===== config.mk =====
export PLATFORM = sky130hd
export DESIGN_NAME = load_hold_register
export DESIGN_NICKNAME = d
export VERILOG_FILES = /design/src/rtl/load_hold_register.sv
export SDC_FILE = /design/constraint.sdc
export NUM_CORES = 1
export LEC_CHECK = 0
export BUFFER_PORTS_ARGS = -buffer_cell sky130_fd_sc_hd__buf_2
export CAP_MARGIN = 5
export CORE_AREA = 2 2 39 41
export CTS_CLUSTER_DIAMETER = 40
export CTS_CLUSTER_SIZE = 28
export DETAILED_ROUTE_END_ITERATION = 10
export DIE_AREA = 0 0 41 43
export PLACE_DENSITY_LB_ADDON = 0.15
export SLEW_MARGIN = 20
export SYNTH_ARGS = -nofsm -noshare
export SYNTH_HDL_FRONTEND = slang
export SYNTH_SLANG_ARGS = --single-unit

===== constraint.sdc =====
create_clock -name clk -period 0.8 [get_ports clk]
set_clock_uncertainty 0.05 [all_clocks]
set_input_delay 0.16 -clock clk [delete_from_list [all_inputs] [get_ports clk]]
set_output_delay 0.16 -clock clk [all_outputs]
set_load 0.02 [all_outputs]

===== src/rtl/load_hold_register.sv =====
// rtl/load_hold_register.sv - WIDTH-bit register of mux+dff cells; load captures d, otherwise hold
// Reset has priority over load; q_n is a pure combinational inversion of q.

module lhr_mux2 (
  input  logic a_i,
  input  logic b_i,
  input  logic sel_i,
  output logic y_o
);
  assign y_o = sel_i ? b_i : a_i;
endmodule

module lhr_dff_sc #(
  parameter logic CLR_VALUE = 1'b0
) (
  input  logic clk,
  input  logic clr_n_i,
  input  logic d_i,
  output logic q_o
);
  logic bit_q;

  always_ff @(posedge clk) begin
    if (!clr_n_i) bit_q <= CLR_VALUE;
    else          bit_q <= d_i;
  end

  assign q_o = bit_q;
endmodule

module lhr_bit_cell #(
  parameter logic RESET_BIT = 1'b0
) (
  input  logic clk,
  input  logic rst_n_i,
  input  logic load_i,
  input  logic d_i,
  output logic q_o
);
  logic bit_d;
  logic bit_q;

  // sel=load: 0 recirculates the stored bit, 1 takes the new data
  lhr_mux2 u_mux (
    .a_i  (bit_q),
    .b_i  (d_i),
    .sel_i(load_i),
    .y_o  (bit_d)
  );

  lhr_dff_sc #(.CLR_VALUE(RESET_BIT)) u_dff (
    .clk    (clk),
    .clr_n_i(rst_n_i),
    .d_i    (bit_d),
    .q_o    (bit_q)
  );

  assign q_o = bit_q;
endmodule

module load_hold_register #(
  parameter int                WIDTH       = 8,
  parameter logic [WIDTH-1:0]  RESET_VALUE = '0
) (
  input  logic             clk,
  input  logic             rst_n,
  input  logic             load,
  input  logic [WIDTH-1:0] d,
  output logic [WIDTH-1:0] q,
  output logic [WIDTH-1:0] q_n
);
  genvar i;
  generate
    for (i = 0; i < WIDTH; i++) begin : g_bit
      lhr_bit_cell #(.RESET_BIT(RESET_VALUE[i])) u_cell (
        .clk    (clk),
        .rst_n_i(rst_n),
        .load_i (load),
        .d_i    (d[i]),
        .q_o    (q[i])
      );
    end
  endgenerate

  assign q_n = ~q;
endmodule


==> results of run 1 <==
[synthesized netlist by cell type]
cell type / count / area (um2)
nor2b_1: 8 / 50.1
buf_6: 1 / 11.3
mux2i_1: 8 / 80.1
dfxtp_1: 8 / 160
buf_4: 8 / 60.1
inv_1: 8 / 30.0
[through the flow]
stage               power (mW)  instances  worst slack (ps)   util  instance area [um2]
finish                    1.01         79              -171  0.443                  613
global route              1.08         79              -204  0.443                  613
CTS                       1.01         78              -168  0.423                  586
detailed placement       0.639         74             -54.0  0.340                  470
global placement         0.638         74             -44.6  0.340                  470
floorplan                0.599         41               133      -                  392
[how the worst max path moves through the flow]
stage          depth (start not counted)                         to                       from
2_1_floorplan                          3  g_bit[0].u_cell.u_dff.q_o                       load
3_3_place_gp                           3  g_bit[1].u_cell.u_dff.q_o                       load
3_5_place_dp                           3  g_bit[1].u_cell.u_dff.q_o                       load
4_1_cts                                2                     q_n[3]  g_bit[3].u_cell.u_dff.q_o
5_1_grt                                2                     q_n[4]  g_bit[4].u_cell.u_dff.q_o
6_report                               2                     q_n[5]  g_bit[5].u_cell.u_dff.q_o
[metal layers]
layer / track usage / wire [um] / up-vias
li1: - / - / 161
met1: 0.134 / 301 / 130
met2: 0.156 / 380 / 16
met3: 0.0471 / 64 / 2
met4: 0.0800 / 5 / 0
met5: 0 / 0 / -
[area by class of cell]
type	count	area, um2	area share
repair buffers	28	238	0.388
flip-flops and latches	8	173	0.282
multi-input cells	16	130	0.212
inverters	8	30.0	0.0490
clock buffers	3	22.5	0.0367
well taps	16	20.0	0.0327
[cells in the final DEF, fill, tap and decap left out]
master | netlist | layout
mux2i_1 | 8 | 8
inv_2 | 0 | 8
dfxtp_4 | 0 | 1
buf_6 | 1 | 14
clkbuf_4 | 0 | 3
buf_4 | 8 | 4
buf_2 | 0 | 10
nor2b_1 | 8 | 8
dfxtp_2 | 0 | 7
[power groups by stage]
stage                     logic [mW]  registers [mW]  clock network [mW]
after floorplan                0.154           0.444                   0
after global placement         0.191           0.447                   0
after detailed placement       0.192           0.447                   0
after CTS                      0.245           0.449               0.317
after global routing           0.280           0.454               0.345
final                          0.256           0.450               0.302
[repair_timing]
| item | CTS | global route |
|---|---|---|
| hold buffers | 0 | 0 |
| buffers inserted | 1 | 1 |
| setup endpoints to repair | 16 | 17 |
| gates resized for setup | 40 | 7 |
[kinds of logic after synthesis]
kind of cell | count (synthesis)
flops | 8
buf+inv | 17
simple gates | 8
mux | 8
[critical path: stages, from the launching register on]
cell	delay, ps
dfxtp_4	360
inv_2	40
buf_6	120
==> reports/qor.csv, run 1 <==
stage;metric;value;unit
finish;share of post-route cells with drive strength above 1;0.746;
drt;antenna viol nets, final;0;
power;worst vdd ir;798;uV
timing;hold_ws;120;ps
clock_network;CTS H-tree lvls;1;
drt;via count;309;
timing;relative slew slack;0.847;
global_routing;global-route wire length before repair;1280;um
critical_path;worst reg2reg path endpoint;g_bit[5].u_cell.u_dff.q_o;
drt;First-pass DRT Iterations;5;
timing;setup tns final;-2330;ps
global_routing;initial antenna violation count;0;
finish;max reg flops;8;
timing;RSZ-0062 raised after global routing;yes;
finish;fillcell total;147;
die;die width;41;um
synth;Post-Synth XOR/XNOR Area;0;
finish;Final nets;76;
clock_network;CTS tree;yes;
synth;mux contribution to synthesized area;0.204;
drt;mean number of vias per cell;3.91;
global_routing;vias in the first global route;314;
synth;Compound-Gate Fraction of Synth Area;0;
die;die span in y;43;um
placed_design;Buffers on Ports;26;
drt;WL/cell;9.52;um
clock_network;Clock Path Buffers;2;
finish;P&R area growth vs syn;56.5;%
timing;Final min period;971;ps
timing;fin. max-slew vios;0;
global_routing;All-Layer GR Usage;0.113;
die;Row Count;14;
critical_path;register-to-register setup slack;10;ps
placed_design;GPL Wtd Cong;0.557;
timing;setup violators final;16;
timing;final setup margin;-171;ps
min_path;hold path start;d[0];
power;cell internal pwr;736;uW
synth;YS warnings;0;
power;Sw Pwr;273;uW
power;Sw Share;0.270;
synth;Post-Syn Instances;41;
power;leakage;0.303;nW
timing;crit share post-route;1.21;
timing;Least-Margin Pin Slew;229;ps
min_path;Hold Path Class;in -> reg;
critical_path;Critical Path End Type;output port;
critical_path;Worst setup SP type;flip-flop;
synth;post-synthesis cell area;392;um2
critical_path;cells on worst reg2reg path;3;
timing;final hold vios;0;
power;Reg power frac;0.446;
power;Power Dens Cells;1650;nW/um2
finish;diode count;0;
synth;largest family of logic cells by synthesized area;buffers and inverters;
synth;area share of fa/ha/maj cells after synthesis;0;
clock_network;worst-skew pair later-pin latency;250;ps
status;failing checks;negative setup slack;
synth;Synth cell types;6;
power;Logic pwr share;0.254;
die;Initial Utilization;0.283;
min_path;WHS Path Cells;3;
clock_network;Worst-path clk slew;50;ps
global_routing;largest net degree at the start of global routing;9;
die;IO Count;27;
critical_path;Critical Path Fanout Max;3;
critical_path;Data arrival, critical path;760;ps
drt;final WL;752;um
clock_network;clk sinks;8;
synth;sequential share of the synthesized area;0.409;
drt;drc violations;0;
timing;Fmax;1030;MHz
synth;Synth Area per Inst;9.55;um2
critical_path;Req. time, crit path;590;ps
min_path;hold endpoint;g_bit[0].u_cell.u_dff.q_o;
placed_design;hpwl dp;537;um
synth;#FFs+latches synth;8;
die;DIE AREA;1760;um2
synth;post-synthesis simple-gate area fraction;0.128;
clock_network;root buffer selected by CTS;clkbuf_4;
clock_network;total CTS buffers;3;
power;Clk pwr share;0.300;
run;Max Cap Viol;0;
critical_path;critical path class;reg -> out;
die;Core Area;1380;um2
status;status;finished, violations left;
synth;post-synth net total;52;
critical_path;FF-to-FF Start;g_bit[5].u_cell.u_dff.q_o;
global_routing;grt ovf;0;
drt;Initial DRC Count;10;
Power figures use the tool's default switching activity.
==> inputs of run 2 (changes only) <==
- clock period: 0.8 -> 1.1 ns (I/O delays scaled with it)
==> reports/qor.csv, run 2 (same netlist as run 1, synthesis figures left out) <==
stage;metric;value;unit;change
global_routing;global-route wire length before repair;1060;um;-17%
finish;Final Util;0.360;;-0.0832
min_path;Hold Path Class;in -> reg;;
drt;WL met3;62;um;-3.1%
die;Core Area;1380;um2;unchanged
drt;via count;302;;-2.3%
die;die span in y;43;um;unchanged
die;die width;41;um;unchanged
global_routing;vias in the first global route;255;;-19%
finish;most frequent cells in the layout;buf_2, mux2i_1, nor2b_1, inv_1;;
drt;WL/cell;8.95;um;-6.0%
drt;Initial DRC Count;3;;-7
clock_network;worst-skew pair later-pin latency;250;ps;about the same
power;Reg power frac;0.472;;+0.026
power;Sw Pwr;187;uW;-31%
power;worst vdd ir;463;uV;-42%
run;Max Cap Viol;0;;unchanged
timing;hold_ws;180;ps;+59.9 ps
min_path;WHS Path Cells;3;;unchanged
clock_network;CTS H-tree lvls;1;;unchanged
power;Clk pwr share;0.325;;+0.025
die;Initial Utilization;0.283;;unchanged
drt;met2 wire len;335;um;-12%
timing;final hold vios;0;;unchanged
global_routing;All-Layer GR Usage;0.0947;;-0.0184
power;Power Dens Cells;1360;nW/um2;-17%
finish;Final nets;74;;-2.6%
clock_network;post-CTS setup buffers;0;;-1
finish;most common cell after layout, fill and taps aside;buf_2;;
clock_network;root buffer selected by CTS;clkbuf_4;;
timing;setup tns final;0;ps;+2330 ps
finish;Finished Layout Cells;77;;-2.5%
drt;First-pass DRT Iterations;2;;-3
timing;setup violators final;0;;-16
timing;relative slew slack;0.843;;-0.00492
critical_path;Data arrival, critical path;780;ps;+20 ps
power;cell internal pwr;492;uW;-33%
drt;mean number of vias per cell;3.92;;+0.27%
clock_network;Worst-path clk slew;50;ps;about the same
critical_path;Critical Path Fanout Max;3;;unchanged
critical_path;cells on worst reg2reg path;2;;-1
drt;drc violations;0;;unchanged
die;DIE AREA;1760;um2;unchanged
finish;share of post-route cells with drive strength above 1;0.541;;-0.205
drt;DR top layer;met4;;
timing;Fmax;950;MHz;
global_routing;grt ovf;0;;unchanged
min_path;hold endpoint;g_bit[0].u_cell.u_dff.q_o;;
drt;antenna viol nets, final;0;;unchanged
critical_path;critical path class;reg -> out;;
finish;max reg flops;8;;unchanged
placed_design;Buffers on Ports;26;;unchanged
critical_path;Req. time, crit path;830;ps;+240 ps
drt;final WL;689;um;-8.4%
global_routing;largest net degree at the start of global routing;9;;unchanged
timing;Final min period;1050;ps;
die;Row Count;14;;unchanged
clock_network;total CTS buffers;3;;unchanged
status;status;complete, no violations;;
finish;diode count;0;;unchanged
timing;final setup margin;47.4;ps;+219 ps
power;Logic pwr share;0.204;;-0.050
clock_network;Clock Path Buffers;2;;unchanged
critical_path;FF-to-FF Start;g_bit[1].u_cell.u_dff.q_o;;
finish;P&R area growth vs syn;27.2;%;
min_path;hold path start;d[0];;
clock_network;clk sinks;8;;unchanged
critical_path;worst reg2reg path endpoint;g_bit[1].u_cell.u_dff.q_o;;
critical_path;register-to-register setup slack;440;ps;+430 ps
clock_network;CTS tree;yes;;
timing;Least-Margin Pin Slew;236;ps;+7.39 ps
timing;crit share post-route;0.957;;
placed_design;Inst Count DP;74;;unchanged
placed_design;Placement Setup Slack;188;ps;+242 ps
global_routing;initial antenna violation count;0;;unchanged
power;Sw Share;0.275;;+0.00516
critical_path;Critical Path End Type;output port;;
timing;fin. max-slew vios;0;;unchanged
critical_path;Worst setup SP type;flip-flop;;
placed_design;GPL Wtd Cong;0.556;;-0.16%
drt;wire length on met1;283;um;-6.0%
placed_design;hpwl dp;535;um;-0.34%
die;IO Count;27;;unchanged
power;leakage;0.260;nW;-14%
timing;RSZ-0062 raised after global routing;no;;
## run 2: changes by cell type in the layout (fill, tap and decap cells not counted), sizes merged
cell  previous run  this run
buf             28        26
## run 2: what timing repair did
action	CTS	global route
hold buffers	0	0
gates resized for setup	0	4
setup endpoints to repair	0	4
## run 2: worst max-delay path: stages, from the launching register on
cell	delay, ps
dfxtp_1	350
inv_1	40
buf_2	150
## run 2: how the worst max path moves through the flow
stage	startpoint	endpoint	slack [ps]	depth (start not counted)
3_3_place_gp	load	g_bit[1].u_cell.u_dff.q_o	200	3
6_report	g_bit[5].u_cell.u_dff.q_o	q_n[5]	50	2
3_5_place_dp	load	g_bit[1].u_cell.u_dff.q_o	190	3
2_1_floorplan	load	g_bit[0].u_cell.u_dff.q_o	370	3
5_1_grt	g_bit[2].u_cell.u_dff.q_o	q_n[2]	2	2
4_1_cts	g_bit[3].u_cell.u_dff.q_o	q_n[3]	20	2
## run 2: power by group through the flow
stage / combinational (mW) / clock [mW] / sequential (mW)
CTS: 0.140 / 0.229 / 0.319
floorplan: 0.112 / 0 / 0.323
detailed placement: 0.140 / 0 / 0.325
global placement: 0.139 / 0 / 0.325
finish: 0.138 / 0.221 / 0.320
global route: 0.154 / 0.247 / 0.324
## run 2: final cells by class
| cell class | count | area, um2 |
|---|---|---|
| Timing Repair Buffer | 26 | 130 |
| Sequential cell | 8 | 165 |
| Tap cell | 16 | 20.0 |
| Multi-Input combinational cell | 16 | 130 |
| Clock buffer | 3 | 22.5 |
| Inverter | 8 | 30.0 |
| Fill cell | 153 | 886 |
## run 2: layer usage
| layer | vias up | track usage |
|---|---|---|
| li1 | 157 | - |
| met1 | 129 | 0.114 |
| met2 | 14 | 0.128 |
| met3 | 2 | 0.0314 |
| met4 | 0 | 0.0800 |
| met5 | - | 0 |
## run 2: metrics by stage
stage	power [mW]	instance area, um2
after floorplan	0.435	392
after global placement	0.464	470
after detailed placement	0.465	470
after CTS	0.688	493
after global routing	0.724	498
final	0.680	498
==> inputs of run 3 (changes only) <==
- ABC_AREA: unset -> 1
- BUFFER_PORTS_ARGS: -buffer_cell sky130_fd_sc_hd__buf_2 -> unset
- DONT_BUFFER_PORTS: unset -> 1
==> reports/qor.csv, run 3 <==
stage;metric;value;unit;change
synth;mux contribution to synthesized area;0;;-0.204
drt;via count;300;;-0.66%
timing;hold_ws;25.9;ps;-154 ps
die;Core Area;1380;um2;unchanged
critical_path;critical path class;reg -> out;;
synth;area share of fa/ha/maj cells after synthesis;0;;unchanged
critical_path;Critical Path Fanout Max;3;;unchanged
clock_network;CTS H-tree lvls;1;;unchanged
synth;Synth async-reset ratio;0;;unchanged
critical_path;Data arrival, critical path;780;ps;about the same
clock_network;total CTS buffers;3;;unchanged
global_routing;grt ovf;0;;unchanged
critical_path;Worst setup SP type;flip-flop;;
critical_path;CP top delay family;flip-flops;;
die;Initial Utilization;0.323;;+0.0398
global_routing;vias in the first global route;255;;unchanged
critical_path;Crit-path slowest cell;dfxtp_2;;
finish;max reg flops;8;;unchanged
min_path;hold path start;rst_n;;
drt;WL/cell;8.89;um;-0.60%
clock_network;Worst-path clk slew;60;ps;about the same
synth;largest family of logic cells by synthesized area;buffers and inverters;;
clock_network;clk sinks;8;;unchanged
synth;sequential share of the synthesized area;0.359;;-0.0504
global_routing;global-route wire length before repair;1020;um;-3.9%
finish;Final Util;0.294;;-0.0660
power;worst vdd ir;441;uV;-4.8%
clock_network;CTS tree;yes;;
finish;most frequent cells in the layout;nor2_1, inv_1, nand2_1;;
global_routing;largest net degree at the start of global routing;17;;+8
critical_path;Req. time, crit path;830;ps;about the same
critical_path;Critical Path End Type;output port;;
synth;post-synthesis cell area;447;um2;+14%
die;DIE AREA;1760;um2;unchanged
timing;fin. max-slew vios;0;;unchanged
placed_design;Buffers on Ports;0;;-100%
finish;diode count;0;;unchanged
finish;P&R area growth vs syn;-8.96;%;
timing;relative slew slack;0.880;;+0.0379
synth;ranking of synthesized cells by area;dfxtp_1, buf_4, inv_1;;
min_path;Hold Path Class;in -> reg;;
drt;mean number of vias per cell;3.95;;+0.64%
timing;setup tns final;0;ps;unchanged
timing;crit share post-route;0.953;;-0.00360
clock_network;worst-skew pair later-pin latency;250;ps;about the same
synth;#FFs+latches synth;8;;unchanged
drt;final WL;676;um;-1.9%
synth;YS warnings;0;;unchanged
synth;Post-Syn Instances;67;;+63%
synth;post-synth net total;78;;+50%
finish;Final nets;73;;-1.4%
timing;Least-Margin Pin Slew;179;ps;-57.0 ps
power;Power Dens Cells;1620;nW/um2;+19%
run;Max Cap Viol;0;;unchanged
synth;largest area contributor in the netlist;dfxtp_1;;
die;die width;41;um;unchanged
timing;setup violators final;0;;unchanged
global_routing;initial antenna violation count;0;;unchanged
finish;share of post-route cells with drive strength above 1;0.217;;-0.324
die;IO Count;27;;unchanged
drt;antenna viol nets, final;0;;unchanged
status;status;complete, no violations;;
drt;First-pass DRT Iterations;3;;+1
finish;post-route cell area;407;um2;-18%
timing;RSZ-0062 raised after global routing;no;;
clock_network;post-CTS setup buffers;0;;unchanged
critical_path;crit-path cells;inv_1;;
synth;Compound-Gate Fraction of Synth Area;0;;unchanged
die;Row Count;14;;unchanged
critical_path;Worst Path Buf+Inv;1;;-1
placed_design;GPL Wtd Cong;0.562;;+1.2%
drt;drc violations;0;;unchanged
synth;Synth cell types;8;;+2
timing;Fmax;954;MHz;+0.38%
drt;Initial DRC Count;1;;-2
die;die span in y;43;um;unchanged
synth;Synth Area per Inst;6.67;um2;-30%
power;leakage;0.226;nW;-13%
synth;Post-synth EDFFs;0;;unchanged
synth;Post-Synth XOR/XNOR Area;0;;unchanged
global_routing;All-Layer GR Usage;0.0963;;+0.00163
critical_path;FF-to-FF Start;g_bit[6].u_cell.u_dff.q_o;;
timing;final hold vios;0;;unchanged
placed_design;hpwl dp;484;um;-9.6%
clock_network;Clock Path Buffers;2;;unchanged
power;Design Power;658;uW;-3.2%
synth;post-synthesis simple-gate area fraction;0.280;;+0.152
clock_network;root buffer selected by CTS;clkbuf_4;;
critical_path;slowest stage delay, CP;400;ps;+50 ps
synth;post-synth top area share;0.359;;-0.0504
placed_design;Placed Area;373;um2;-21%
synth;Most used DFF post-synth;dfxtp_1;;
synth;Synth top cells by count;inv_1, nor2_1, nand2_1;;
timing;Final min period;1050;ps;-3.96 ps
critical_path;CP startpoint;g_bit[7].u_cell.u_dff.q_o;;
==> run 3: metal layers <==
layer | vias up | global-route usage | wire, um
met2 | 17 | 0.109 | 290
li1 | 163 | - | -
met1 | 118 | 0.0994 | 327
met3 | 2 | 0.0628 | 44
met5 | - | 0 | 0
met4 | 0 | 0.120 | 14
==> run 3: cell families after synthesis <==
| kind of cell | Yosys count |
|---|---|
| simple gates | 32 |
| flops | 8 |
| buf+inv | 27 |
==> run 3: through the flow <==
stage / instances / worst slack (ps)
floorplan: 67 / 354
global placement: 73 / 213
detailed placement: 73 / 212
CTS: 76 / 36.6
global route: 76 / 6.35
finish: 76 / 51.4
==> run 3: worst paths after layout <==
kind,to,slack [ps],cells past startpoint
max,q_n[7],50,1
min,g_bit[7].u_cell.u_dff.q_o,30,2
max reg2reg,g_bit[6].u_cell.u_dff.q_o,450,2
min reg2reg,g_bit[5].u_cell.u_dff.q_o,460,2
==> run 3: area by class of cell <==
class	count	area [um2]
fill	167	977
tap	16	20.0
sequential	8	171
timing repair buffer	1	7.51
multi-input combinational	32	125
clock buffer	3	22.5
inverter	16	60.1
==> run 3: repair_timing <==
| item | 4_1_cts | 5_1_grt |
|---|---|---|
| setup endpoints to repair | 7 | 1 |
| gates resized for setup | 7 | 1 |
| hold buffers | 0 | 0 |
| endpoints found under the hold margin | 0 | 0 |
==> run 3: power breakdown <==
group | leakage (nW) | internal [mW] | switching, mW
Sequential | 0.0688 | 0.313 | 0.0375
Combinational | 0.143 | 0.0251 | 0.0545
Clock | 0.0138 | 0.125 | 0.102
